## src/rtl/door_ctrl.sv

```systemverilog
// Elevator door controller: Moore FSM sequencing the door motor and the external
// 3 s / 5 s delay timers, with reopen counting and nudge mode.
module door_ctrl #(
    parameter int unsigned NUDGE_LIMIT = 4
) (
    input  logic       clk_50M,
    input  logic       rst_n,
    input  logic       arrive,
    input  logic       btn_open,
    input  logic       btn_close,
    input  logic       obstruct,
    input  logic       delay_3s_done,
    input  logic       delay_5s_done,
    output logic       delay_3s,
    output logic       delay_5s,
    output logic       door_open_cmd,
    output logic       door_close_cmd,
    output logic       door_closed,
    output logic       nudge,
    output logic [2:0] state
);

    typedef enum logic [2:0] {
        CLOSED   = 3'd0,
        OPENING  = 3'd1,
        OPEN     = 3'd2,
        HOLD_RST = 3'd3,
        CLOSING  = 3'd4,
        REVERSE  = 3'd5
    } state_t;

    localparam logic [2:0] LIMIT = 3'(NUDGE_LIMIT);

    state_t     state_q, state_d;
    logic [2:0] reopen_q, reopen_d;
    logic       delay_3s_q, delay_5s_q, open_cmd_q, close_cmd_q, closed_q, nudge_q;
    logic       reopen_req;

    // Once nudged, the obstruction sensor no longer reopens the door; the button still does.
    assign reopen_req = btn_open | (obstruct & ~nudge_q);

    always_comb begin
        state_d  = state_q;
        reopen_d = reopen_q;
        case (state_q)
            CLOSED: begin
                if (arrive || btn_open) state_d = OPENING;
            end
            OPENING: begin
                if (delay_3s_done) state_d = OPEN;
            end
            OPEN: begin
                if (reopen_req)                      state_d = HOLD_RST;
                else if (btn_close || delay_5s_done) state_d = CLOSING;
            end
            HOLD_RST: state_d = OPEN;
            CLOSING: begin
                if (reopen_req) begin
                    state_d  = REVERSE;
                    reopen_d = (reopen_q == 3'd7) ? 3'd7 : reopen_q + 3'd1;
                end else if (delay_3s_done) begin
                    state_d  = CLOSED;
                    reopen_d = 3'd0;
                end
            end
            REVERSE: state_d = OPENING;
            default: begin
                state_d  = CLOSED;
                reopen_d = 3'd0;
            end
        endcase
    end

    // Outputs are registered from the next state so they always match state_q/reopen_q.
    always_ff @(posedge clk_50M or negedge rst_n) begin
        if (!rst_n) begin
            state_q     <= CLOSED;
            reopen_q    <= 3'd0;
            delay_3s_q  <= 1'b0;
            delay_5s_q  <= 1'b0;
            open_cmd_q  <= 1'b0;
            close_cmd_q <= 1'b0;
            closed_q    <= 1'b1;
            nudge_q     <= 1'b0;
        end else begin
            state_q     <= state_d;
            reopen_q    <= reopen_d;
            delay_3s_q  <= (state_d == OPENING) || (state_d == CLOSING);
            delay_5s_q  <= (state_d == OPEN);
            open_cmd_q  <= (state_d == OPENING);
            close_cmd_q <= (state_d == CLOSING);
            closed_q    <= (state_d == CLOSED);
            nudge_q     <= (reopen_d >= LIMIT);
        end
    end

    assign delay_3s       = delay_3s_q;
    assign delay_5s       = delay_5s_q;
    assign door_open_cmd  = open_cmd_q;
    assign door_close_cmd = close_cmd_q;
    assign door_closed    = closed_q;
    assign nudge          = nudge_q;
    assign state          = state_q;

endmodule

```

## config.mk

```make
export PLATFORM = sky130hd
export DESIGN_NAME = door_ctrl
export DESIGN_NICKNAME = d
export VERILOG_FILES = /design/src/rtl/door_ctrl.sv
export SDC_FILE = /design/constraint.sdc
export NUM_CORES = 1
export LEC_CHECK = 0
export CAP_MARGIN = 15
export CORE_MARGIN = 8
export CORE_UTILIZATION = 39
export DETAILED_ROUTE_END_ITERATION = 8
export GPL_TIMING_DRIVEN = 0
export HOLD_SLACK_MARGIN = 0.02
export PLACE_DENSITY = 0.69
export SLEW_MARGIN = 20
export SYNTH_ARGS = -nofsm -noshare
export SYNTH_HDL_FRONTEND = slang
export SYNTH_SLANG_ARGS = --single-unit
export TNS_END_PERCENT = 100
```

## constraint.sdc

```tcl
create_clock -name clk_50M -period 1.3 [get_ports clk_50M]
set_input_delay 0.195 -clock clk_50M [delete_from_list [all_inputs] [get_ports clk_50M]]
set_output_delay 0.195 -clock clk_50M [all_outputs]
set_load 0.02 [all_outputs]
```

==> metrics.yaml <==
h-tree-depth: 1
status: "finished with violations"
grtUsageTotal_pct: 9.37
synth_edf_count: 0
finalClockSkew_ns: 0.000400
dr.pass1.iters: 4
worst_slew_pin_slew_ns: 0.468
stdcell_count: 98
cts_buffers: 3
cts_sinks: 11
maxCapViolations: 0
syn_area_um2: 564
post_drt_wl_per_cell_um: 13.4
fmax_ghz: 0.752
dp_hpwl_um: 916
critPathKind: "flip-flop to flip-flop"
crit_path_max_incr_delay_ns: 0.40
crit_path_max_fanout: 6
num_vias: 516
antenna_left: 0
yosysUniqueCellTypes: 29
syn_area_per_cell_um2: 9.73
start_util_pct: 42.3
vdd_drop_max_mv: 1.08
area_growth_pct: 53.0
syn_nets: 67
hold_viol_final: 0
initialDrtViolationCount: 14
arrival_ns: 1.53
mostFrequentLayoutCell: "dlygate4sd2_1"
cts_tree: "yes"
setup_ws_ns: -0.0303
antenna_found_initial: 0
path_cells: "nor2b_4 -> or2_1 -> buf_6 -> or3_1 -> a21oi_2"
end_kind: "flip-flop"
post-route-drc-count: 0
p_per_area_nw_per_um2: 2010
hold_path.class: "input pin to asynchronous set/reset pin"
cts_root_buf: "clkbuf_4"
gr-total-overflow: 0
fillers: 114
startpoint_type: "flip-flop"
drt-total-wl_um: 1320
fp-row-count: 13
setup_violations: 1
place_area_um2: 762
grt_max_degree: 12
crit_required_ns: 1.50
dp.cells: 89
utilization_pct: 64.7
rsz0062_at_grt: "true"
leakage_nw: 0.401
cts.path.max_buffers: 2
crit_buf_inv: 1
slew_viol_final: 0
yosysWarnings: 0
fin_crit_ns: 1.33
ys_seq_area_share_pct: 49.0
slew_headroom_pct: 68.7
synth-seq-cells: 11
final_area_um2: 863
die_area_um2: 2920
synth-main-ff-cell: "dfrtp_1"
routabilityCongestion: 0.772
crit_slowest_cell: "dfrtp_2"
grt_pass1_vias: 432
synth_cells: 58
die_x_um: 54.0
clk_latency_ns: 0.26
grt_pass1_wl_um: 2020
synth_async_sr_flop_share_pct: 100
final_cell_mix: "dlygate4sd2_1 (9), dfrtp_1 (8), nor2_1 (6), nand2_1 (6)"
ios: 17
antenna_cells: 0
cp_top_family: "simple AND/OR/NAND/NOR gates"
drive_above_1_share_pct: 30.1
avgViaCountPerCell: 5.27
clk_pin_slew_ns: 0.06
violations: "negative setup slack"
io_buffer_count: 16
fin_crit_sh_pct: 102
core_area_um2: 1330
nets: 93
die_height_um: 54.0
power_mw: 1.74
power by group:
group | internal [mW] | switching, mW
sequential | 0.493 | 0.115
clock | 0.119 | 0.106
combinational | 0.396 | 0.508
cells in the mapped netlist (all sizes together) (2+ instances only):
library cell	instances	area (µm²)
a21oi	3	15.0
a22oi	2	15.0
dfrtp	10	250
inv	2	7.50
nand2	6	22.5
nand2b	4	25.0
nor2	6	22.5
nor2b	2	15.0
nor3	3	20.0
o21ai	2	10.0
o31ai	2	20.0
or2	3	18.8
layer usage:
layer  vias up  wire (µm)  track usage, %  share of wire, %
met2        19        631            13.1                48
met1       242        570            12.0                43
met3         0        115            5.51               8.7
li1        255          -               -                 -
met4         0          0            2.46                 0
met5         -          0               0                 0
stage by stage:
step	setup TNS, ns	hold slack, ns	setup slack [ns]
2_1_floorplan	-0.155	-0.101	-0.0917
3_3_place_gp	-2.27	0.492	-0.368
3_5_place_dp	-2.31	0.492	-0.372
4_1_cts	-0.0492	0.267	-0.0492
5_1_grt	-0.427	0.300	-0.0816
6_report	-0.0303	0.249	-0.0303
cells by family after synthesis:
group,after synthesis,synth area share (%)
simple gates,28,26.8
compound gates,14,18.0
flops,11,49.0
buf+inv,4,3.99
fa+ha+maj,1,2.22
final timing paths:
path | depth (start not counted) | start | end | slack (ns)
min | 1 | rst_n | reopen_q[1]$_DFF_PN0_ | 0.25
max reg2reg | 5 | nudge$_DFF_PN0_ | state[2]$_DFF_PN0_ | -0.03
min in group clk_50M | 4 | delay_3s_done | reopen_q[0]$_DFF_PN0_ | 0.50
max | 5 | nudge$_DFF_PN0_ | state[2]$_DFF_PN0_ | -0.03
min reg2reg | 2 | reopen_q[1]$_DFF_PN0_ | reopen_q[1]$_DFF_PN0_ | 0.52
max in group asynchronous | 1 | rst_n | nudge$_DFF_PN0_ | 0.71
cell type report:
class / instances / area, µm² / area share, %
well taps: 15 / 18.8 / 2.17
multi-input cells: 43 / 325 / 37.7
flip-flops and latches: 11 / 279 / 32.3
repair buffers: 21 / 184 / 21.3
clock buffers: 4 / 26.3 / 3.04
inverters: 2 / 7.51 / 0.870
plain buffers: 2 / 22.5 / 2.61
timing repair:
item	in CTS	in global routing
pin swaps	3	3
resized for setup	15	12
setup endpoints to repair	14	10
buffers inserted	3	2
endpoints found under the hold margin	0	0
hold buffers	0	0
registers in the layout (all words and copies together), names as in the netlist:
signal	count
state	3
reopen_q	2
delay_3s	1
delay_5s	1
door_close_cmd	1
door_closed	1
door_open_cmd	1
nudge	1
(Power assumes the default switching activity.)
